[src/rtl/sdram_arbiter.sv]
// Two-client arbiter for a byte-wide SDRAM controller port. It also schedules
// periodic auto-refresh and tracks refresh debt so clients never refresh.
`timescale 1ns/1ps

module sdram_arbiter #(
  parameter int FREQ       = 27_000_000,
  parameter int REFRESH_US = 15
) (
  input  logic        clk,
  input  logic        resetn,

  input  logic        c0_req,
  input  logic        c0_we,
  input  logic [22:0] c0_addr,
  input  logic [7:0]  c0_din,
  output logic        c0_ack,
  output logic [7:0]  c0_dout,

  input  logic        c1_req,
  input  logic        c1_we,
  input  logic [22:0] c1_addr,
  input  logic [7:0]  c1_din,
  output logic        c1_ack,
  output logic [7:0]  c1_dout,

  output logic        mem_rd,
  output logic        mem_wr,
  output logic        mem_refresh,
  output logic [22:0] mem_addr,
  output logic [7:0]  mem_din,
  input  logic [7:0]  mem_dout,
  input  logic        mem_data_ready,
  input  logic        mem_busy,

  output logic        refresh_overrun
);

  localparam int REFRESH_CYCLES = FREQ / 1_000_000 * REFRESH_US;
  localparam int TIMER_W        = (REFRESH_CYCLES > 1) ? $clog2(REFRESH_CYCLES) : 1;
  localparam logic [TIMER_W-1:0] TIMER_LAST = TIMER_W'(REFRESH_CYCLES - 1);

  typedef enum logic [1:0] {IDLE, ISSUE, WAIT, DONE} state_t;
  typedef enum logic [1:0] {TGT_REFRESH, TGT_C0, TGT_C1} target_t;

  state_t             state;
  target_t            target;
  logic               op_we;
  logic               last_grant;
  logic [TIMER_W-1:0] timer;
  logic [1:0]         debt;

  logic tick;
  logic refresh_done;
  logic grant_c0;
  logic grant_c1;

  assign tick         = (timer == TIMER_LAST);
  assign refresh_done = (state == WAIT) && (target == TGT_REFRESH) && !mem_busy;

  // Refresh debt outranks both clients; on a tie the client that did not win
  // the previous tie goes first.
  assign grant_c0 = (debt == 2'd0) && c0_req && (!c1_req || last_grant);
  assign grant_c1 = (debt == 2'd0) && c1_req && !grant_c0;

  // NOTE: sequential state uses non-blocking (<=) so every register samples
  // pre-edge values; blocking here would create order-dependent simulation.
  always_ff @(posedge clk or negedge resetn) begin
    if (!resetn) begin
      timer <= '0;
    end else if (tick) begin
      timer <= '0;
    end else begin
      timer <= timer + 1'b1;
    end
  end

  // A tick and a completed refresh in the same cycle cancel out.
  always_ff @(posedge clk or negedge resetn) begin
    if (!resetn) begin
      debt            <= 2'd0;
      refresh_overrun <= 1'b0;
    end else begin
      case ({tick, refresh_done})
        2'b10: begin
          if (debt == 2'd3) begin
            refresh_overrun <= 1'b1;
          end else begin
            debt <= debt + 2'd1;
          end
        end
        2'b01:   debt <= debt - 2'd1;
        default: ;
      endcase
    end
  end

  always_ff @(posedge clk or negedge resetn) begin
    if (!resetn) begin
      state       <= IDLE;
      target      <= TGT_REFRESH;
      op_we       <= 1'b0;
      last_grant  <= 1'b1;
      mem_rd      <= 1'b0;
      mem_wr      <= 1'b0;
      mem_refresh <= 1'b0;
      mem_addr    <= '0;
      mem_din     <= '0;
      c0_ack      <= 1'b0;
      c1_ack      <= 1'b0;
      c0_dout     <= '0;
      c1_dout     <= '0;
    end else begin
      // Pulses and acks are one cycle wide; they are set only on entry to
      // ISSUE or DONE respectively.
      mem_rd      <= 1'b0;
      mem_wr      <= 1'b0;
      mem_refresh <= 1'b0;
      c0_ack      <= 1'b0;
      c1_ack      <= 1'b0;

      case (state)
        IDLE: begin
          if (!mem_busy) begin
            if (debt != 2'd0) begin
              target      <= TGT_REFRESH;
              op_we       <= 1'b0;
              mem_refresh <= 1'b1;
              state       <= ISSUE;
            end else if (grant_c0) begin
              target   <= TGT_C0;
              op_we    <= c0_we;
              mem_addr <= c0_addr;
              mem_din  <= c0_din;
              mem_wr   <= c0_we;
              mem_rd   <= !c0_we;
              state    <= ISSUE;
              if (c1_req) last_grant <= 1'b0;
            end else if (grant_c1) begin
              target   <= TGT_C1;
              op_we    <= c1_we;
              mem_addr <= c1_addr;
              mem_din  <= c1_din;
              mem_wr   <= c1_we;
              mem_rd   <= !c1_we;
              state    <= ISSUE;
              if (c0_req) last_grant <= 1'b1;
            end
          end
        end

        ISSUE: state <= WAIT;

        WAIT: begin
          if (target == TGT_REFRESH) begin
            if (!mem_busy) state <= IDLE;
          end else if (op_we) begin
            if (!mem_busy) begin
              c0_ack <= (target == TGT_C0);
              c1_ack <= (target == TGT_C1);
              state  <= DONE;
            end
          end else if (mem_data_ready) begin
            if (target == TGT_C0) begin
              c0_dout <= mem_dout;
            end else begin
              c1_dout <= mem_dout;
            end
            c0_ack <= (target == TGT_C0);
            c1_ack <= (target == TGT_C1);
            state  <= DONE;
          end
        end

        DONE:    state <= IDLE;
        default: state <= IDLE;
      endcase
    end
  end

endmodule

[config.mk]
export PLATFORM = sky130hd
export DESIGN_NAME = sdram_arbiter
export DESIGN_NICKNAME = d
export VERILOG_FILES = /design/src/rtl/sdram_arbiter.sv
export SDC_FILE = /design/constraint.sdc
export NUM_CORES = 1
export LEC_CHECK = 0
export CORE_MARGIN = 8
export CORE_UTILIZATION = 42
export CTS_CLUSTER_DIAMETER = 100
export DETAILED_ROUTE_END_ITERATION = 16
export GPL_TIMING_DRIVEN = 0
export PLACE_DENSITY = 0.8
export SYNTH_ARGS = -nofsm -noshare
export SYNTH_HDL_FRONTEND = slang
export SYNTH_SLANG_ARGS = --single-unit
export TNS_END_PERCENT = 30
[constraint.sdc]
create_clock -name clk -period 2.7 [get_ports clk]
set_clock_uncertainty 0.15 [all_clocks]
set_input_delay 0.405 -clock clk [delete_from_list [all_inputs] [get_ports clk]]
set_output_delay 0.405 -clock clk [all_outputs]
set_load 0.01 [all_outputs]
---- After elaboration in Yosys (flattened, before gate mapping) ----
Cells that the tools add are included.
Widths: inputs -> output; s select.
storage, ports and cells
  flip-flop bits (word level) ............. 70
  input port bits ......................... 78
  output and inout bits ................... 53
  logic and storage cells ................. 118
operators by class
  add/subtract/negate cells ............... 3
  eq/ne operators ......................... 16
  muxes and demuxes ....................... 50
  bitwise operators ....................... 5
  reductions and logical operators ........ 28
operators by type and width
  cell                 number
  $mux 23              2
  $mux 1               30
  $mux 2               13
  $mux 8               2
  $reduce_and 5->1     3
  $eq 2x2->1 const B   5
  $add 9x1->9 const B  1
  $eq 9x9->1 const B   1
  $mux 9               1
  $pmux 2 s4           1
  $reduce_bool 2->1    4
  $eq 2x1->1 const B   3
  $logic_and 1x1->1    6
  $logic_not 2->1      3
  $ne 2x2->1 const B   3
  $ne 3x3->1 const B   2
  $reduce_and 6->1     1
  $logic_not 1->1      5
  $not 1->1            5
  $ne 4x3->1 const B   1
  $ne 4x4->1 const B   1
  $pmux 2 s2           1
  $reduce_and 2->1     2
  $reduce_and 4->1     1
  5 further kinds      5

---- Longest topological paths before layout ----
  word-level depth ........................ 10
  mapped depth ............................ 6
  depth with buffers taken out ............ 6

---- Worst setup path after synthesis ----
OpenSTA, ideal clock, no wires.
  path kind ............................... register to register
  start ................................... register timer[5]
  end ..................................... register timer[8]
  setup time .............................. 0.121 ns
  arrival time ............................ 1.598 ns
  data required time ...................... 2.429 ns
  slack ................................... 0.831 ns
  stages on the path, launching flop included .. 5
  buffers on the path ..................... 0
  clock period less this slack ............ 1.869 ns
  cells stage by stage .................... dfrtp_1 -> or4b_1 -> nor2_1 -> o21ai_0 -> a22o_1
on the way
  word-level cells in the longest chain between the ends .. 2
  elaborated cells on any way between the ends .. 3
  those cells by class .................... 1 x add/sub; 1 x eq/ne; 1 x mux
RTL lines
  what                                       line    source
  start: declaration                         49      logic [TIMER_W-1:0] timer;
  start signal: assignment                   73      timer <= timer + 1'b1;
  $add 9x1->9 or $eq 9x9->1 (tied branches)  73, 57
  $mux 9 (*)                                 70      end else if (tick) begin
Mark *: on every way between the ends. The rest lies on a longest branch, timed or not.
A chain may end at the register's enable or synchronous reset.

---- Worst setup path after layout ----
  start ................................... input port mem_busy
  end ..................................... register mem_addr[17]
on the way
  word-level cells in the longest chain between the ends .. 2
RTL lines
  what                               line  source
  start: declaration                 33    input logic mem_busy,
  $not 1->1 (no source line)         n/a
  $reduce_and 4->1 (no source line)  n/a
  end signal: assignment             132   mem_addr <= c0_addr;
  end signal: assignment             141   mem_addr <= c1_addr;
  end: declaration                   29    output logic [22:0] mem_addr,
Every way passes these cells.

==> out/results.tsv <==
metric	value	unit
register_area	1750	sq um
path_max_fanout	10	
layout-drive-gt1-share	0.108	
p_leak	0.00224	uW
layout-area-overhead-vs-synth	54.6	%
cts_sinks	70	
multi_input_area	1230	sq um
fp.dieH	101	um
maxCapViolCount	0	
ys.flop_type	dfrtp_1	
portBuffers	130	
grt_pass1_vias	2729	
crit_path_start_kind	input port	
post_cts_buffers	0	
end_kind	flip-flop	
synthArstFlopShare	1.00	
diodes	0	
die_x	101	um
fp.coreArea	7140	sq um
clkLatencyLatePin	0.33	ns
synth_cell_types	31	
outcome	finished, final reports clean	
grt.overflow.total	0	
dp.cells	499	
grt_max_degree	71	
synth.avg_cell_area	11.3	sq um
rsz0062_at_grt	false	
instances_no_fill	515	
cts_resized	0	
min_period	2.23	ns
top_layer	met4	
wl_met1	3.20	mm
synthCells	270	
min-delay-path-class	input port to async pin	
numCtsBuffers	9	
pin_count	131	
vias	2545	
syn_area	3060	sq um
slew_headroom	0.427	
initialDrtViolationCount	72	
drc	0	
wl	7.94	mm
finalMaxSlewViolations	0	
viasPerCell	4.94	
crit_type	input port to flip-flop	
synth_edf_count	0	
ff2ff_setup_slack	0.56	ns
h-tree-depth	3	
met2_wirelength	4.03	mm
wl_per_cell	15.4	um
cts_buffer_depth	2	
grt_first_pass_wirelength	13.1	mm
tightest_slew	0.860	ns
synth-seq-cells	70	
seq_area_frac_synth	0.574	
hold_buffers	0	
final_cell_mix	clkdlybuf4s50_1, dfrtp_1, nor2_1	
powerDensity	884	nW/um^2
clk_pin_slew	0.07	ns
synth_nets	350	
finalSetupViolCount	0	
fin_nets	491	
rows	31	
utilization	0.662	
fin_crit_sh	0.824	
startpoint	mem_busy	
start_util	0.428	
reg2reg_from	debt[1]	
worstPathArrival	2.33	ns
wl_met3	595	um
root_buffer	clkbuf_8	
first_pass_iters	4	
final_common_cell	clkdlybuf4s50_1	
dieArea	10300	sq um
fillers	596	
hpwlAfterDp	6.24	mm
routabilityCongestion	0.751	
ant_nets	0	
cts_tree	built	
max-vdd-ir-drop	0.432	mV
fmax	0.449	GHz
grt_usage	0.161	
antenna_found_initial	0	
required	2.81	ns
ys_warn_count	0	
final-hold-violation-count	0	
==> Yosys cell counts, types with 2 or more instances <==
cell	count	area (sq um)
a21oi_1	33	165
a22o_1	2	17.5
buf_2	9	45.0
clkbuf_1	2	7.51
dfrtp_1	69	1730
ha_1	2	25.0
inv_1	5	18.8
mux2_2	16	180
mux2i_1	33	330
nand2_1	5	18.8
nand2b_1	2	12.5
nand3_1	6	30.0
nand4_1	4	25.0
nor2_1	44	165
nor2b_1	5	31.3
nor3_1	3	15.0
nor3b_1	2	15.0
o21ai_0	10	50.1
or3_1	2	12.5
xnor2_1	3	26.3
xor2_1	3	26.3
==> path summary, 6_finish.rpt <==
check,to,cells after the start
min,c1_dout[2],1
min reg2reg,refresh_overrun,1
min in group clk,refresh_overrun,1
max in group asynchronous,debt[1],1
max,mem_addr[17],7
max reg2reg,mem_addr[10],5
==> critical path, stage by stage <==
cell and delay, ns:
clkdlybuf4s50_1 0.48, or3_1 0.34, clkbuf_1 0.17, nor4_4 0.43, buf_2 0.31, nor2_1 0.06
a21oi_1 0.13
==> per-layer routing <==
layer,up-vias,track usage
met5,-,0
met4,0,0.0687
met3,9,0.0536
met2,78,0.273
met1,1229,0.182
li1,1229,-
==> metrics by stage <==
step | hold slack (ns) | setup WS [ns] | instance area, sq um | total power [uW] | setup TNS, ns
after global routing | 0.0961 | 0.280 | 4720 | 4430 | 0
after floorplan | -0.0406 | 0.831 | 3060 | 2230 | 0
final | 0.0211 | 0.475 | 4720 | 4180 | 0
after detailed placement | 0.315 | 0.0701 | 4480 | 3200 | 0
after CTS | 0.0528 | 0.436 | 4720 | 4240 | 0
after global placement | 0.310 | -1.24 | 4480 | 3140 | -85.94
==> report_power, final <==
| part | total [uW] | internal [uW] | switching (uW) | leakage (uW) |
|---|---|---|---|---|
| clock network | 1020 | 637 | 387 | 0.000126 |
| logic | 1520 | 903 | 621 | 0.00124 |
| registers | 1630 | 1420 | 210 | 0.000876 |
==> area by class of cell <==
| type | instances | share of cell area |
|---|---|---|
| timing repair buffer | 130 | 0.275 |
| buffer | 11 | 0.0111 |
| clock buffer | 10 | 0.0291 |
| clock inverter | 6 | 0.0230 |
| sequential | 70 | 0.371 |
| tap | 99 | 0.0262 |
| inverter | 5 | 0.00397 |
| multi-input combinational | 184 | 0.261 |
==> flip-flops by register name (all words and copies together) (netlist names), 2 cells and up <==
name      count
state         2
mem_din       8
c1_dout       8
mem_addr     23
target        2
c0_dout       8
timer         9
debt          2
==> logic make-up (layout without fill, tap and decap cells) <==
family                     Yosys count  count (layout)  synth area share
adders and majority gates            2               2           0.00819
and+or+nand+nor                     77              77             0.121
xor gates and xnor gates             6               6            0.0172
AOI/OAI and AO/OA                   50              50            0.0893
DFF                                 70              70             0.574
muxes                               49              49             0.167
buffers and inverters               16             162            0.0233
(Power assumes the default switching activity.)
==> RTL change 1: new RTL, config.mk and constraints unchanged <==
Make the reset (`resetn`) synchronous in 3 clocked blocks.
--- a/src/rtl/sdram_arbiter.sv
+++ b/src/rtl/sdram_arbiter.sv
@@ -66,3 +66,3 @@
   // pre-edge values; blocking here would create order-dependent simulation.
-  always_ff @(posedge clk or negedge resetn) begin
+  always_ff @(posedge clk) begin
     if (!resetn) begin
@@ -77,3 +77,3 @@
   // A tick and a completed refresh in the same cycle cancel out.
-  always_ff @(posedge clk or negedge resetn) begin
+  always_ff @(posedge clk) begin
     if (!resetn) begin
@@ -96,3 +96,3 @@
 
-  always_ff @(posedge clk or negedge resetn) begin
+  always_ff @(posedge clk) begin
     if (!resetn) begin
Formal check against the unedited RTL: differs if resetn is asserted again (counterexample within 4 cycles, from zero or initial values and one cycle with resetn low); with resetn held inactive, the same outputs for 4 cycles.
==> RTL change 1 against the unedited design <==
First-iteration DRC count is 47% higher; utilization is 0.69 points higher; sequential cell count is the same; cell area shrank 4.3%; routed wire length grew 7.9%; worst setup slack better by 0.20 ns; area after synthesis fell by 4.6%; critical path type unchanged; critical endpoint is now mem_addr[5]; largest cell class is now multi-input gates; highest routed layer unchanged.
Power is not compared: it rests on default switching activity, and its combinational part moved more than twofold at a synthesized area within 25%.
==> RTL change 1: results (changes against the unedited design) <==
Logic synthesis
  – Top cell types by occurrence after synthesis: dfxtp_1 (70), nand2_1 (69), a31oi_1 (32)
  – Async set-reset flop share out of synthesis: 0 (-1.00)
  – Synth area leaders: dfxtp_1 (48%), nand2_1 (8.9%), a31oi_1 (6.9%)
  – Seq/Total Area, Yosys: 0.481 (-0.0930)
  – Post-Syn Nets: 420 (+20%)
  – Unique masters post-synth: 38 (+23%)

GRT
  – Largest net degree at the start of global routing: 13 (-82%)
  – Met1 GRT Util: 0.204 (+0.0228)
  – GR Util All Layers: 0.174 (+0.0124)
  – Vias in the first global route: 2818 (+3.3%)
  – First-pass GRT wire length: 13800 um (+5.6%)
  – Grt met2 use: 0.279 (+0.00565)

Timing
  – Worst slew margin: 0.607 (+0.180)
  – Final hold slack: 0.243 ns (+0.222 ns)

Cells and area
  – Share of cells above drive strength 1: 0.0639 (-0.0443)
  – Layout net count: 560 (+14%)

Hold path
  – Min-Delay Path Class: primary input to flop

Worst setup path
  – FF-to-FF Start: debt[1]
  – Worst reg2reg path depth: 6 (+1)
  – CP Data Arrival Time: 2.14 ns (-0.19 ns)
  – Worst reg-to-reg setup slack: 0.74 ns (+0.18 ns)

Placed design
  – Hpwl dp: 6600 um (+5.9%)
  – I/O Buffers: 129 (-0.77%)

Route
  – Routed metal-1 wire length: 3710 um (+16%)
  – Starting DRT DRC Count: 106 (+47%)
  – WL per Instance: 15.2 um (-1.7%)
  – Met3 WL post-DR: 712 um (+20%)
  – DR WL met2: 4020 um (-0.17%)
  – Routed via count: 2912 (+14%)

Run status
  – Status: complete, no violations
## RTL change 1: layout make-up
class	instances	area, um2
Clock inverter	7	88.8
Clock buffer	9	124
Tap cell	80	100
Fill cell	577	2240
Timing Repair Buffer	129	1290
Inverter	4	15.0
Sequential cell	70	1400
Multi-Input combinational cell	245	1410
Buffer	21	91.3
## RTL change 1: stage by stage
stage | utilization | instance area [um2] | power (mW) | instances | setup WS (ns)
after floorplan | - | 2920 | 1.37 | 340 | 1.06
after global placement | 0.637 | 4310 | 1.64 | 549 | 0.405
after detailed placement | 0.637 | 4310 | 1.65 | 549 | 0.303
after CTS | 0.669 | 4520 | 2.56 | 565 | 0.674
after global routing | 0.669 | 4520 | 2.65 | 565 | 0.554
final | 0.669 | 4520 | 2.53 | 565 | 0.678
## RTL change 1: power groups by stage
stage / Combinational, mW / Clock, mW / Sequential [mW]
global placement: 0.479 / 0 / 1.16
global route: 0.529 / 0.974 / 1.15
floorplan: 0.185 / 0 / 1.18
detailed placement: 0.485 / 0 / 1.16
finish: 0.483 / 0.913 / 1.14
CTS: 0.488 / 0.937 / 1.14
## RTL change 1: logic make-up after synthesis
group | count (synthesis) | synth area share
buf+inv | 25 | 0.0365
fa+ha+maj | 2 | 0.00858
compound gates | 83 | 0.168
xor+xnor | 8 | 0.0240
simple gates | 134 | 0.220
flops | 70 | 0.481
mux | 18 | 0.0618
## RTL change 1: worst max path at each step
| stage | from | endpoint | slack [ns] |
|---|---|---|---|
| 4_1_cts | mem_busy | mem_addr[5] | 0.67 |
| 2_1_floorplan | timer[5] | debt[0] | 1.06 |
| 6_report | mem_busy | mem_addr[5] | 0.68 |
| 3_3_place_gp | c1_req | mem_addr[10] | 0.41 |
| 5_1_grt | debt[1] | mem_addr[11] | 0.55 |
| 3_5_place_dp | mem_busy | mem_addr[5] | 0.30 |
==> RTL change 2: new RTL, same settings <==
Made on the original files. Change the parameter `FREQ` from 27_000_000 to 6_750_000.
--- a/src/rtl/sdram_arbiter.sv
+++ b/src/rtl/sdram_arbiter.sv
@@ -5,3 +5,3 @@
 module sdram_arbiter #(
-  parameter int FREQ       = 27_000_000,
+  parameter int FREQ       = 6_750_000,
   parameter int REFRESH_US = 15
Behaviour: same outputs for any inputs over 4 cycles, from zero or initial values and one cycle with resetn low; that may be too few to reach the edited logic, so the function may still have changed.
==> RTL change 2 against the unedited design <==
Critical path depth down 2; combinational power is 16% higher; cell area increased by 0.11%; area after synthesis is 2.0% higher; worst setup slack improved by 0.21 ns; hold slack worse by 0.0035 ns; sequential power hardly changed; total power is 0.58% higher; count of clock-buffer cells in the layout stayed put; first-iteration DRC count decreased by 46%; synthesized cell count shrank 3.7%; routed wire length up 1.2%; utilization is 0.64 points lower; sequential cell count decreased by 2; largest power group is now combinational cells.
==> RTL change 2: results (changes against the unedited design) <==
Run status
  – Status: complete, no violations

Pwr
  – Psw: 1.34 mW (+10%)
  – Clock group: 813 uW (-20%)
  – Worst vdd ir: 0.400 mV (-7.3%)
  – PnR Total Power: 4.20 mW (+0.58%)
  – Comb group: 1.76 mW (+16%)
  – Pleak: 2.15 nW (-4.0%)

Clock network
  – H-Tree Depth: 3 (unchanged)
  – CTS Buf Count: 9 (unchanged)

Cells and area
  – Layout net count: 481 (-2.0%)
  – Share of cells above drive strength 1: 0.185 (+0.0770)
  – N_diodes: 0 (unchanged)

Logic synthesis
  – Seq/Total Area, Yosys: 0.546 (-0.0273)
  – Post-synth top area share: 0.538 (-0.0272)
  – Top cell types by occurrence after synthesis: dfrtp_1 (67), nor2_1 (44), mux2i_1 (33)
  – Synth area leaders: dfrtp_1 (54%), mux2i_1 (11%), a21oi_2 (7.9%)
  – Post-Syn Nets: 340 (-2.9%)
  – Unique masters post-synth: 39 (+26%)

Worst setup path
  – Critical path origin: mem_busy
  – Worst path top cell family by delay: simple AND/OR/NAND/NOR gates
  – CP Data Arrival Time: 2.09 ns (-0.24 ns)
  – FF-to-FF Start: debt[1]

Placed design
  – Worst slack, placed: 0.325 ns (+0.255 ns)
  – Area of placed instances: 0.00454 mm2 (+1.4%)
  – Hpwl dp: 6220 um (-0.24%)
  – Gp weighted congestion: 0.786 (+4.6%)
  – I/O Buffers: 130 (unchanged)

Route
  – Routed via count: 2473 (-2.8%)
  – DR WL met2: 3980 um (-1.1%)
  – Starting DRT DRC Count: 39 (-46%)
  – WL per Instance: 16.0 um (+3.4%)
  – Routed metal-1 wire length: 3110 um (-2.7%)
  – Met3 WL post-DR: 784 um (+32%)

Timing
  – Max Slew Vio Count: 0 (unchanged)
  – Tightest Pin Transition: 0.841 ns (-0.0190 ns)

GRT
  – First-pass GRT wire length: 12900 um (-1.6%)
  – Vias in the first global route: 2692 (-1.4%)
  – Largest net degree at the start of global routing: 69 (-2.8%)
  – GR Util All Layers: 0.159 (-0.00193)
RTL change 2: cell types whose count changed after synthesis, moves of 5 or more:
| cell | before | now |
|---|---|---|
| o21ai_0 | 10 | 4 |
| buf_2 | 9 | 3 |
| a21oi_2 | 0 | 28 |
| a21oi_1 | 33 | 5 |
| buf_6 | 0 | 5 |
RTL change 2: layout make-up:
cell class / count / area [um2]
buffer: 9 / 78.8
clock buffer: 10 / 138
inverter: 3 / 11.3
clock inverter: 5 / 52.6
sequential: 68 / 1700
fill: 581 / 2480
timing repair buffer: 130 / 1300
multi-input combinational: 180 / 1320
tap: 99 / 124
RTL change 2: cell families after synthesis:
group                    Yosys count  synth area share
XOR/XNOR                           5            0.0141
adder cells (fa/ha/maj)            2           0.00803
flip-flops                        68             0.546
multiplexers                      49             0.164
AND/OR/NAND/NOR                   78             0.123
AO/OA/AOI/OAI                     46             0.116
buffers and inverters             12            0.0289
RTL change 2: per-layer routing:
| layer | track usage | vias to the layer above |
|---|---|---|
| met4 | 0.0779 | 0 |
| met1 | 0.180 | 1165 |
| li1 | - | 1195 |
| met3 | 0.0599 | 14 |
| met2 | 0.260 | 99 |
| met5 | 0 | - |
RTL change 2: path summary, 6_finish.rpt:
kind | end | slack, ns | cells past startpoint
min | c0_dout[1] | 0.02 | 1
max reg2reg | mem_addr[1] | 0.76 | 5
max | mem_addr[6] | 0.69 | 5
min in group clk | refresh_overrun | 0.32 | 1
min reg2reg | refresh_overrun | 0.32 | 1
max in group asynchronous | mem_addr[17] | 1.83 | 1
RTL change 2: stage by stage:
stage                      util  cells
after CTS                 0.656    504
final                     0.656    504
after global placement    0.630    489
after floorplan               -    260
after detailed placement  0.629    489
after global routing      0.656    504
